File: src/rtl/br_pred_update_sched.sv
`default_nettype none
// ============================================================================
// Module      : br_pred_update_sched
// Description : Branch PHT update sequencer. Queues resolved WB branches and
//               performs a 2-cycle read-modify-write per update. Also owns the
//               weakly-not-taken init sweep after reset/flush.
//               Optional statistics counters: define BR_PRED_STATS_EN.
// Revision    : 1.0 - initial release
// ============================================================================
module br_pred_update_sched #(
    parameter int INDEX_W    = 8,
    parameter int FIFO_DEPTH = 4
) (
    input  logic               clk,
    input  logic               rst,
    input  logic               flush_req,
    input  logic               upd_valid,
    input  logic [15:0]        upd_pc,
    input  logic               upd_taken,
    input  logic               upd_pred_taken,
    output logic               upd_ready,
    output logic [INDEX_W-1:0] pht_rd_index,
    input  logic [1:0]         pht_rd_state,
    output logic               pht_we,
    output logic [INDEX_W-1:0] pht_wr_index,
    output logic [1:0]         pht_wr_state,
    output logic               init_busy
`ifdef BR_PRED_STATS_EN
    ,
    output logic [15:0]        stat_branches,
    output logic [15:0]        stat_mispredicts
`endif
);

    localparam int c_ptr_w = $clog2(FIFO_DEPTH);
    localparam int c_cnt_w = c_ptr_w + 1;
    localparam logic [c_ptr_w-1:0] c_ptr_one = 1;
    localparam logic [c_cnt_w-1:0] c_cnt_one = 1;
    localparam logic [INDEX_W-1:0] c_idx_one = 1;

    typedef enum logic [1:0] {
        ST_INIT  = 2'd0,
        ST_IDLE  = 2'd1,
        ST_READ  = 2'd2,
        ST_WRITE = 2'd3
    } state_t;

    state_t               r_state;
    state_t               w_state_nxt;
    logic [INDEX_W-1:0]   r_sweep;
    logic [INDEX_W-1:0]   r_fifo_idx [FIFO_DEPTH];
    logic                 r_fifo_tkn [FIFO_DEPTH];
    logic [c_ptr_w-1:0]   r_wr_ptr;
    logic [c_ptr_w-1:0]   r_rd_ptr;
    logic [c_cnt_w-1:0]   r_count;
    logic [c_cnt_w-1:0]   w_count_nxt;
    logic [INDEX_W-1:0]   r_work_idx;
    logic                 r_work_tkn;
    logic [1:0]           r_work_state;
    logic [INDEX_W-1:0]   r_wr_index_q;
    logic [1:0]           r_wr_state_q;
    logic                 w_push;
    logic                 w_pop;
    logic                 w_we;
    logic [INDEX_W-1:0]   w_wr_index;
    logic [1:0]           w_wr_state;
    logic                 w_unused_ok;

    // Only upd_pc[INDEX_W:1] indexes the table; other bits are don't-care.
    assign w_unused_ok = ^{upd_pred_taken, upd_pc};

    function automatic logic [1:0] sat2(input logic [1:0] s, input logic t);
        if (t) return (s == 2'b11) ? s : s + 2'b01;
        else   return (s == 2'b00) ? s : s - 2'b01;
    endfunction

    // Ready is based on the registered count only: no pass-through when full.
    assign upd_ready    = (r_state != ST_INIT) && !r_count[c_ptr_w];
    assign w_push       = upd_valid && upd_ready;
    assign w_pop        = (r_state == ST_READ);
    assign init_busy    = (r_state == ST_INIT);
    assign pht_rd_index = (r_state == ST_READ) ? r_fifo_idx[r_rd_ptr] : '0;
    assign pht_we       = w_we && !rst;
    assign pht_wr_index = w_wr_index;
    assign pht_wr_state = w_wr_state;

    always_comb begin
        w_count_nxt = r_count;
        unique case ({w_push, w_pop})
            2'b10:   w_count_nxt = r_count + c_cnt_one;
            2'b01:   w_count_nxt = r_count - c_cnt_one;
            default: w_count_nxt = r_count;
        endcase
    end

    always_comb begin
        w_state_nxt = r_state;
        w_we        = 1'b0;
        w_wr_index  = r_wr_index_q;
        w_wr_state  = r_wr_state_q;
        unique case (r_state)
            ST_INIT: begin
                w_we       = 1'b1;
                w_wr_index = r_sweep;
                w_wr_state = 2'b01;
                if (r_sweep == {INDEX_W{1'b1}}) w_state_nxt = ST_IDLE;
            end
            ST_IDLE: begin
                if (r_count != '0) w_state_nxt = ST_READ;
            end
            ST_READ: begin
                w_state_nxt = ST_WRITE;
            end
            ST_WRITE: begin
                w_we        = 1'b1;
                w_wr_index  = r_work_idx;
                w_wr_state  = sat2(r_work_state, r_work_tkn);
                w_state_nxt = (w_count_nxt != '0) ? ST_READ : ST_IDLE;
            end
            default: w_state_nxt = ST_INIT;
        endcase
        if (flush_req) w_state_nxt = ST_INIT;
    end

    always_ff @(posedge clk) begin
        if (rst || flush_req) begin
            r_state  <= ST_INIT;
            r_sweep  <= '0;
            r_count  <= '0;
            r_wr_ptr <= '0;
            r_rd_ptr <= '0;
        end else begin
            r_state <= w_state_nxt;
            r_count <= w_count_nxt;
            if (r_state == ST_INIT) r_sweep  <= r_sweep + c_idx_one;
            if (w_push)             r_wr_ptr <= r_wr_ptr + c_ptr_one;
            if (w_pop)              r_rd_ptr <= r_rd_ptr + c_ptr_one;
        end
    end

    always_ff @(posedge clk) begin
        if (w_push) begin
            r_fifo_idx[r_wr_ptr] <= upd_pc[INDEX_W:1];
            r_fifo_tkn[r_wr_ptr] <= upd_taken;
        end
        if (r_state == ST_READ) begin
            r_work_idx   <= r_fifo_idx[r_rd_ptr];
            r_work_tkn   <= r_fifo_tkn[r_rd_ptr];
            r_work_state <= pht_rd_state;
        end
    end

    // Write-port hold registers; a WRITE coincident with flush still lands.
    always_ff @(posedge clk) begin
        if (rst) begin
            r_wr_index_q <= '0;
            r_wr_state_q <= 2'b01;
        end else if (pht_we) begin
            r_wr_index_q <= w_wr_index;
            r_wr_state_q <= w_wr_state;
        end
    end

`ifdef BR_PRED_STATS_EN
    logic [15:0] r_stat_br;
    logic [15:0] r_stat_mis;

    always_ff @(posedge clk) begin
        if (rst) begin
            r_stat_br  <= '0;
            r_stat_mis <= '0;
        end else if (w_push && !flush_req) begin
            if (r_stat_br != 16'hFFFF) r_stat_br <= r_stat_br + 16'd1;
            if ((upd_pred_taken != upd_taken) && (r_stat_mis != 16'hFFFF))
                r_stat_mis <= r_stat_mis + 16'd1;
        end
    end

    assign stat_branches    = r_stat_br;
    assign stat_mispredicts = r_stat_mis;
`endif

endmodule
`default_nettype wire
File: config.mk
export PLATFORM = sky130hd
export DESIGN_NAME = br_pred_update_sched
export DESIGN_NICKNAME = d
export VERILOG_FILES = /design/src/rtl/br_pred_update_sched.sv
export SDC_FILE = /design/constraint.sdc
export NUM_CORES = 1
export LEC_CHECK = 0
export ABC_AREA = 1
export CAP_MARGIN = 20
export CORE_UTILIZATION = 30
export DETAILED_ROUTE_END_ITERATION = 6
export HOLD_SLACK_MARGIN = 0.12
export SETUP_SLACK_MARGIN = 0.15
export SLEW_MARGIN = 20
export SYNTH_ARGS = -nofsm -noshare
export SYNTH_HDL_FRONTEND = slang
export SYNTH_SLANG_ARGS = --single-unit
File: constraint.sdc
create_clock -name clk -period 2.6 [get_ports clk]
set_input_delay 0.52 -clock clk [delete_from_list [all_inputs] [get_ports clk]]
set_output_delay 0.52 -clock clk [all_outputs]
set_load 0.1 [all_outputs]
-- After elaboration in Yosys (flattened, before gate mapping)
Memories as Yosys holds them, arrays and structs flattened. A register that Yosys moved wholly into a read port is not among the register bits.
Index checks and enable logic that the tools add are counted.
- register bits: 37
- memory bits (writable): 36
- input port bits: 24
- word-level logic and storage cells: 57
- memories kept: 2
- memories (memory ; words ; width ; rd ports ; clocked after memory_dff ; write ports ; line ; source):
    r_fifo_idx ; 4 ; 8 ; 1 ; 1 ; 1 ; 51 ; logic [INDEX_W-1:0] r_fifo_idx [FIFO_DEPTH];
    r_fifo_tkn ; 4 ; 1 ; 1 ; 1 ; 1 ; 52 ; logic r_fifo_tkn [FIFO_DEPTH];
- $add $sub $neg: 7
- eq/ne operators: 9
- muxes and demuxes: 16
- reduce and logical (&&, ||, !) cells: 14
- operator list (cell ; count):
    2-bit 2-to-1 mux ; 8
    8-bit one-hot mux with 2 select lines ; 1
    8-bit by 1-bit adder with 8-bit output, second input constant ; 1
    2-bit equality test, second input constant ; 4
    8-bit equality test, second input constant ; 1
    8-bit 2-to-1 mux ; 1
    2-bit one-hot mux with 4 select lines ; 1
    2-bit by 1-bit adder with 2-bit output, second input constant ; 3
    3-bit one-hot mux with 2 select lines ; 1
    3-bit nonzero test ; 2
    2-bit by 1-bit equality test with 1-bit output, second input constant ; 2
    2-bit logical NOT ; 2
    2-bit one-hot mux with 2 select lines ; 1
    2-bit OR reduction ; 2
    3-bit by 1-bit adder with 3-bit output, second input constant ; 1
    1-bit logical AND ; 3
    1-bit 2-to-1 mux ; 3
    3-bit by 1-bit subtractor with 3-bit output, second input constant ; 1
    1-bit logical NOT ; 2
    2-bit by 1-bit != test with 1-bit output, second input constant ; 1
    2-bit != test, second input constant ; 1
    2-bit AND reduction ; 1
    2-bit nonzero test ; 1
    2-bit by 1-bit subtractor with 2-bit output, second input constant ; 1
    1-bit logical OR ; 1

-- Depth between registers and ports, before layout
Gate-level depths: netlist of the first run.
- depth after elaboration: 8
- mapped depth: 18
- depth with buffers taken out: 17

-- Worst setup path before layout of the first run
No wires, ideal clock.
- path kind: register to register
- start point: register r_state[0]
- end point: register r_state[1]
- setup time: 0.112 ns
- arrival: 4.386 ns
- required time: 2.488 ns
- setup slack: -1.897 ns
- cell stages (with the launch flop): 18
- path buffers: 1
- clock period less this slack: 4.497 ns
- cells stage by stage: dfxtp_1 -> inv_1 -> ha_1 -> buf_6 -> nor2_1 -> nand2_1 -> ha_1 -> fa_1 -> nand2_1 -> nand3_1 -> nand2_1 -> nand2_1 -> inv_1 -> nand2_1 -> nand2_1 -> inv_1 -> nor2_1 -> nor2_1
- elaborated cells between the ends (all ways): 16
- those cells by class: eq/ne: 7; mux: 3; reduce/logical: 6
- RTL lines (what ; line ; source):
    start: declaration ; 48 ; state_t r_state;
    start signal: assignment ; 133 ; r_state <= w_state_nxt;
    2-bit logical NOT (*) ; -- ;
    via init_busy ; 27 ; output logic init_busy
    2-bit by 1-bit != test with 1-bit output (no source line) ; -- ;
    2-bit AND reduction (no source line) ; -- ;
The timed path passes the listed nets; every way through them passes the cells marked *.
A chain may end at the register's enable or synchronous reset.

-- Worst setup path after layout of the first run
- start point: register r_state[0]
- end point: output pht_wr_index[3]
- word-level cells in the longest chain between the ends: 2
- elaborated cells between the ends (all ways): 3
- those cells by class: eq/ne: 1; mux: 1; reduce/logical: 1
- RTL lines (what ; line ; source):
    2-bit equality test / 2-bit logical NOT (equally long branches) ; 101 ; unique case (r_state)
    8-bit one-hot mux with 2 select lines (*) ; 101 ;
    end: declaration ; 25 ; output logic [INDEX_W-1:0] pht_wr_index,
Every way passes the cells marked *; elsewhere a longest branch is shown, timed or not.

==> results.cfg, run 1 <==
[hold_path]
holdPathEnd = r_sweep[7]
hold_path_class = flop to flop
min-delay-start = r_sweep[7]
holdPathStages = 2

[timing]
report.final.slew_viol_count = 0
rsz0062_at_grt = true
hold_viol = 0
fmax_mhz = 418
tns_ps = 0
worstMarginPinSlew_ps = 456
finalSetupViolations = 0
finalCritPeriodShare_pct = 92.1
fin_crit_ps = 2390
postLayoutSetupSlackWorst_ps = 206
slew_headroom_pct = 69.3
fin_skew_ps = 8.87

[drt]
vias = 2413
wl_per_cell_um = 13.0
drcViolationCount = 0
drt_first_pass_iters = 4
drtIter0Drc = 84
ant_nets = 0
routed_wl_um = 6840
viasPerCell = 4.57

[die]
dieArea_um2 = 11300
rows = 37
ioPinCount = 45
die_width_um = 106
initial_utilization_pct = 31.3
placeableCoreArea_um2 = 10400
dieHeight_um = 106

[synthesis]
syn_inst = 333
synth_compound_area_share_pct = 11.2
synth_xor_area_share_pct = 0
synth.net_count = 368
muxShareOfSynthArea_pct = 0
synth_top_family_by_area = simple AND/OR/NAND/NOR gates
yosysTopAreaCellShare_pct = 43.3
synth_warnings = 0
ys_types = 33
synth-adder-area-share_pct = 4.45
ys_top_cells_by_area = edfxtp_1, dfxtp_1, nor2_1, nand2_1, a21oi_1
netlist_area_um2 = 3260
syn_area_per_cell_um2 = 9.78
synth-simple-area-share_pct = 17.0
yosysTopAreaCell = edfxtp_1
ys_seq_area_share_pct = 61.1
ys_seq_elements = 76

[final_layout]
nFillCells = 977
multi_input_area_um2 = 1260
final_common_cell = nor2_1
layout_common_cells = nor2_1, nand2_1, edfxtp_1, inv_1, dfxtp_1
layout-drive-gt1-share_pct = 25.3
final_nets = 422
synthToLayoutAreaGrowth_pct = 36.8
fin_util_pct = 42.8
stdcell_count = 528
diodes = 0
regArea_um2 = 2000

[grt]
use_met3_pct = 2.21
track_usage_pct = 12.9
busiest_layer = met2
grt_pass1_vias = 2351
grt_util_met2_pct = 22.6
overflow = 0
gr-usage-met1_pct = 15.2
grt_max_degree = 17
antenna_found_initial = 0
grt_pass1_wl_um = 11000

[clock_network]
cts_tree = built
cts_buffer_depth = 2
htreeDepth = 3
ctsHoldBuffers = 0
clock_latency_ps = 350
clkSlewWorstSetupHoldPaths_ps = 90
cts_root_buf = clkbuf_8
cts.sinks = 76
cts_made_buffers = 9

[critical_path]
r2r_cells = 14
cp.arrival_ps = 1870
startpoint_type = flop
r2r_start = r_state[1]
cp-end-kind = output port
worst_ep_required_time_ps = 2080
crit_path_cell_trace = ha_1 > inv_1 > nor2_2 > a22o_1 > a21oi_2 > inv_1 > buf_12
startpoint = r_state[0]
cp_slowest_cell = dfxtp_4
rr_endpoint = r_state[0]
critPathKind = flop to output port
cpMostUsedCell = inv_1
crit_path_max_incr_delay_ps = 390
regToRegSetupSlack_ps = 380
worstPathMaxFanout = 6

[flow_run]
cap_viol_max_count = 0

[placed_design]
placed_cells_incl_taps = 504
portBuffers = 35
pre_cts_ws_ps = 211
globalplace.congestion = 0.740
hpwl_um = 4820

[power]
ir_drop_uv = 328
cellPowerDensity_nw_per_um2 = 508
p_leak_nw = 1.67

[run_status]
status = finished, final reports clean
-- synth_stat cells (all sizes together) --
cell,instances
clkinv,2
fa,1
dfxtp,29
nor3,4
a22o,4
nand3,5
ha,10
nand4,2
clkbuf,2
nand2,53
buf,6
edfxtp,47
o22ai,1
inv,40
nor2,65
a221oi,1
or2,2
a31oi,3
a21oi,28
a32oi,1
o21ai,27
-- logic make-up (layout without fill, tap and decap cells) --
logic type | count (synthesis) | after routing
AND/OR/NAND/NOR | 131 | 132
flip-flops | 76 | 76
AO/OA/AOI/OAI | 65 | 65
buffers and inverters | 50 | 108
adder cells (fa/ha/maj) | 11 | 11
-- per-layer routing --
| layer | part of all wire (%) | routed length, um |
|---|---|---|
| met5 | 0 | 0 |
| met4 | 1.8 | 121 |
| met3 | 4.6 | 318 |
| met2 | 51 | 3490 |
| met1 | 43 | 2910 |
-- area by class of cell --
| cell class | instances | share of cell area [%] |
|---|---|---|
| timing repair buffer | 50 | 14.8 |
| clock buffer | 9 | 2.78 |
| multi-input combinational | 208 | 28.4 |
| clock inverter | 7 | 1.66 |
| sequential | 76 | 44.9 |
| inverter | 42 | 3.68 |
| tap | 136 | 3.82 |
-- state kept, by name, summed over array words and instances (netlist names), named ones only --
register      cells
r_fifo_idx       32
r_sweep           8
r_work_idx        8
r_wr_index_q      8
r_fifo_tkn        4
r_count           3
r_rd_ptr          2
r_state           2
r_work_state      2
r_wr_ptr          2
r_wr_state_q      2
r_work_tkn        1
-- report_power, final --
group | switching (mW) | internal (mW)
clock | 0.459 | 0.448
combinational | 0.0440 | 0.0365
sequential | 0.00267 | 1.27
total | 0.506 | 1.76
-- how the worst max path moves through the flow --
stage	endpoint	slack, ps	depth (start not counted)
after floorplan	r_state[1]	-110	17
after global placement	r_state[0]	240	11
after detailed placement	r_state[0]	210	11
after CTS	pht_wr_index[5]	150	7
after global routing	pht_wr_index[0]	120	7
final	pht_wr_index[3]	210	7
-- repair_timing --
item,CTS,global route
gates resized for setup,9,5
setup buffers,2,5
endpoints found under the setup margin,17,15
gates cloned,0,1
pin swaps,2,3
-- stage by stage --
step / total power [mW] / instance area [um^2] / hold slack (ps)
2_1_floorplan: 1.34 / 3420 / 443
6_report: 2.26 / 4460 / 502
4_1_cts: 2.28 / 4400 / 506
3_3_place_gp: 1.38 / 4140 / 480
5_1_grt: 2.34 / 4460 / 552
3_5_place_dp: 1.38 / 4140 / 491
-- worst max-delay path, delay by kind of cell (launching register included) --
kind	cells	cell delay (ps)
compound gates	2	250
fa+ha+maj	1	210
flops	1	390
simple gates	1	280
buf+inv	3	400
Note: power is estimated with default switching activity, not from simulation.
==> run 2, diff against run 1 <==
- CAP_MARGIN: 20 -> 15
- CORE_ASPECT_RATIO: not set -> 0.7
==> results.cfg, run 2 (same netlist as run 1, synthesis figures left out) <==
[clock_network]
cts_made_buffers = 9
clkSlewWorstSetupHoldPaths_ps = 60
clock_latency_ps = 330
cts_buffer_depth = 2
ctsHoldBuffers = 0
cts.sinks = 76
htreeDepth = 3
cts_root_buf = clkbuf_16
cts_tree = built

[timing]
worstMarginPinSlew_ps = 501
fmax_mhz = 421
finalSetupViolations = 0
fin_skew_ps = 7.67
hold_viol = 0
finalCritPeriodShare_pct = 91.4
fin_hold_ws_ps = 486
fin_crit_ps = 2380
rsz0062_at_grt = true
report.final.slew_viol_count = 0
slew_headroom_pct = 66.3
postLayoutSetupSlackWorst_ps = 224

[critical_path]
cp.arrival_ps = 1860
r2r_start = r_state[1]
cp_slowest_cell = dfxtp_4
startpoint_type = flop
rr_endpoint = r_state[1]
worst_ep_required_time_ps = 2080
critPathKind = flop to output port
crit_path_max_incr_delay_ps = 360
crit_path_cell_trace = inv_2 > ha_4 > buf_4 > a22o_1 > a21oi_2 > inv_1 > buf_12
worstPathMaxFanout = 8
cp-end-kind = output port
regToRegSetupSlack_ps = 430
r2r_cells = 14

[grt]
overflow = 0
antenna_found_initial = 0
grt_pass1_wl_um = 11200
track_usage_pct = 13.5
grt_pass1_vias = 2278
grt_max_degree = 17

[power]
comb_power_share_pct = 3.2
p_seq_share_pct = 52.2
cellPowerDensity_nw_per_um2 = 550
switching_share_pct = 20.3
p_leak_nw = 1.68
p_clk_share_pct = 44.6
ir_drop_uv = 302
p_int_mw = 1.95
p_switching_uw = 498
total_power_mw = 2.45

[final_layout]
final_nets = 418
final_common_cell = nor2_1
top_register = r_fifo_idx
fin_util_pct = 42.7
largest_register_ffs = 32
nFillCells = 983
diodes = 0
layout-drive-gt1-share_pct = 22.7
synthToLayoutAreaGrowth_pct = 36.6
stdcell_count = 520
layout_common_cells = nor2_1, nand2_1, edfxtp_1, inv_1, dfxtp_1

[drt]
vias = 2351
viasPerCell = 4.52
drcViolationCount = 0
drt_first_pass_iters = 5
wl_per_cell_um = 13.3
drtIter0Drc = 115
ant_nets = 0
routed_wl_um = 6900

[placed_design]
placed_cells_incl_taps = 500
hpwl_um = 4890
pre_cts_ws_ps = 188
portBuffers = 35
globalplace.congestion = 0.752

[die]
rows = 31
dieHeight_um = 89.2
die_width_um = 127
ioPinCount = 45
dieArea_um2 = 11300
initial_utilization_pct = 31.2
placeableCoreArea_um2 = 10400

[run_status]
status = finished, final reports clean

[hold_path]
min-delay-start = r_sweep[7]
hold_path_class = flop to flop
holdPathStages = 2
holdPathEnd = r_sweep[7]

[flow_run]
cap_viol_max_count = 0
## run 2: cell count changes in the layout (fill, tap and decap cells not counted), sizes merged
cell and delta:
inv -1, nor2 -1, clkinv +1, buf -3, bufinv -1, clkbuf +2, clkinvlp -1
## run 2: per-layer routing
layer	track usage [%]	up-vias	part of all wire, %
li1	-	1212	-
met1	17.1	1093	50
met2	21.7	44	45
met3	4.85	2	5.0
met4	4.27	0	0.19
met5	0	-	0
## run 2: timing repair
action	in CTS	in global routing
setup endpoints to repair	10	15
setup buffers	3	1
gates resized for setup	4	5
cloned	0	0
pin swaps	1	1
## run 2: worst max path at each step
stage               startpoint         endpoint  slack, ps  cells past startpoint
finish              r_state[1]  pht_wr_index[0]        220                      7
global route        r_state[0]  pht_wr_index[1]        120                      7
CTS                 r_state[0]  pht_wr_index[2]        150                      7
detailed placement   upd_valid       r_state[0]        190                     11
global placement     upd_valid       r_state[0]        230                     11
floorplan           r_state[0]       r_state[1]       -110                     17
## run 2: critical path: cells and delay by family, from the launching register on
kind	cells	cell delay, ps
compound gates	2	400
buf+inv	4	470
flops	1	360
fa+ha+maj	1	290
## run 2: cell type report
cell class                      instances  area, um^2  share of cell area (%)
Timing Repair Buffer                   47         626                    14.1
Clock inverter                          5        28.8                   0.646
Inverter                               42         161                    3.63
Tap cell                              132         165                    3.71
Clock buffer                           11         233                    5.23
Sequential cell                        76        2000                    45.0
Multi-Input combinational cell        207        1240                    27.8
## run 2: stage by stage
step | setup TNS (ps) | instance area, um^2
2_1_floorplan | -209 | 3420
3_5_place_dp | 0 | 4130
5_1_grt | 0 | 4450
3_3_place_gp | 0 | 4130
4_1_cts | 0 | 4430
6_report | 0 | 4450
## run 2: power groups by stage
stage                     registers [mW]  logic [mW]  clock network, mW
after floorplan                     1.30      0.0325                  0
after global placement              1.30      0.0763                  0
after detailed placement            1.30      0.0776                  0
after CTS                           1.28      0.0788               1.12
after global routing                1.28      0.0834               1.17
final                               1.28      0.0782               1.09
==> run 3, diff against run 2 <==
- CORE_UTILIZATION: 30 -> 27
==> results.cfg, run 3 (same netlist as run 1, synthesis figures left out) <==
[run_status]
status = finished, final reports clean

[final_layout]
synthToLayoutAreaGrowth_pct = 39.7
top_register = r_fifo_idx
stdcell_count = 543
final_common_cell = nor2_1
diodes = 0
largest_register_ffs = 32
layout_common_cells = nor2_1, nand2_1, edfxtp_1, inv_1, dfxtp_1
final_nets = 416
stdcell_area_um2 = 4550
layout-drive-gt1-share_pct = 22.8

[placed_design]
portBuffers = 35
placed_cells_incl_taps = 525
placed_area_um2 = 4160
hpwl_um = 4910
globalplace.congestion = 0.792

[timing]
finalCritPeriodShare_pct = 90.9
tns_ps = 0
worstMarginPinSlew_ps = 479
fmax_mhz = 423
finalSetupViolations = 0
fin_crit_ps = 2360
report.final.slew_viol_count = 0
slew_headroom_pct = 68.0
fin_skew_ps = 4.79
hold_viol = 0
rsz0062_at_grt = true

[critical_path]
cp.arrival_ps = 1840
startpoint_type = flop
r2r_start = r_state[0]
critPathKind = flop to output port
worstPathMaxFanout = 10
cp-end-kind = output port
worst_ep_required_time_ps = 2080
startpoint = r_state[0]

[die]
ioPinCount = 45
initial_utilization_pct = 27.8
die_width_um = 133
dieArea_um2 = 12500
placeableCoreArea_um2 = 11700
rows = 33
dieHeight_um = 93.9

[clock_network]
cts_tree = built
cts_root_buf = clkbuf_16
htreeDepth = 3
cts_buffer_depth = 2
cts.sinks = 76
cts_made_buffers = 9
clock_latency_ps = 330
clkSlewWorstSetupHoldPaths_ps = 60

[power]
p_leak_nw = 1.71
cellPowerDensity_nw_per_um2 = 603
total_power_mw = 2.75
ir_drop_uv = 343

[drt]
routed_wl_um = 6890
drcViolationCount = 0
wl_met1_um = 3440
drt_first_pass_iters = 4
met2_length_um = 3050
vias = 2351
ant_nets = 0
wl_met3_um = 331
viasPerCell = 4.33
drtIter0Drc = 163
wl_per_cell_um = 12.7
top_layer = met4

[grt]
grt_max_degree = 17
grt_pass1_wl_um = 11400
antenna_found_initial = 0
overflow = 0
grt_pass1_vias = 2293
track_usage_pct = 12.1

[flow_run]
cap_viol_max_count = 0

[hold_path]
hold_path_class = flop to flop
min-delay-start = r_wr_state_q[1]
run 3: cell count changes in the layout (fill, tap and decap cells not counted):
cell	before	now
clkinvlp_4	0	1
buf_4	14	12
bufinv_16	0	2
clkinv_2	5	1
dfxtp_2	2	3
a21oi_1	17	15
clkbuf_16	9	10
clkinv_4	1	0
a21oi_2	2	4
dfxtp_4	2	1
clkbuf_8	0	1
run 3: worst max-delay path, stage by stage (launching register included):
cell,delay [ps]
dfxtp_4,380
inv_2,60
ha_4,350
nor2_4,90
a22o_1,190
a21oi_2,170
inv_1,100
buf_12,170
run 3: report_power, final:
| part | leakage [nW] | switching, mW | internal [mW] | total (mW) |
|---|---|---|---|---|
| Clock | 0.161 | 0.463 | 0.925 | 1.39 |
| Combinational | 0.886 | 0.0432 | 0.0353 | 0.0785 |
| Sequential | 0.659 | 0.00246 | 1.28 | 1.28 |
| Total | 1.71 | 0.509 | 2.24 | 2.75 |
run 3: worst paths after layout:
kind | to | slack (ps) | cells past startpoint
max | pht_wr_index[2] | 240 | 7
min | r_wr_state_q[1] | 490 | 2
max reg2reg | r_state[0] | 400 | 13
min reg2reg | r_wr_state_q[1] | 490 | 2
run 3: layout make-up:
class / instances / area, um^2
fill: 1155 / 7180
sequential: 76 / 2000
multi-input combinational: 207 / 1240
timing repair buffer: 45 / 611
clock buffer: 13 / 272
tap: 157 / 196
inverter: 42 / 161
clock inverter: 3 / 67.6
run 3: routing by layer:
layer | up-vias | global-route usage [%]
met5 | - | 0
met4 | 0 | 3.98
met3 | 7 | 3.88
met2 | 52 | 19.0
met1 | 1085 | 15.8
li1 | 1207 | -
run 3: stage by stage:
stage                     setup slack [ps]  util [%]  hold slack, ps
after global placement                 241      35.5             474
after CTS                              158      38.7             489
after detailed placement               185      35.5             480
after global routing                  96.7      38.8             525
final                                  237      38.8             490
after floorplan                       -105         -             443
run 3: repair_timing:
action,in CTS,in global routing
hold endpoints to repair,0,0
endpoints found under the setup margin,9,15
pin swaps,1,0
hold buffers,0,0
resized for setup,6,4
setup buffers,2,0
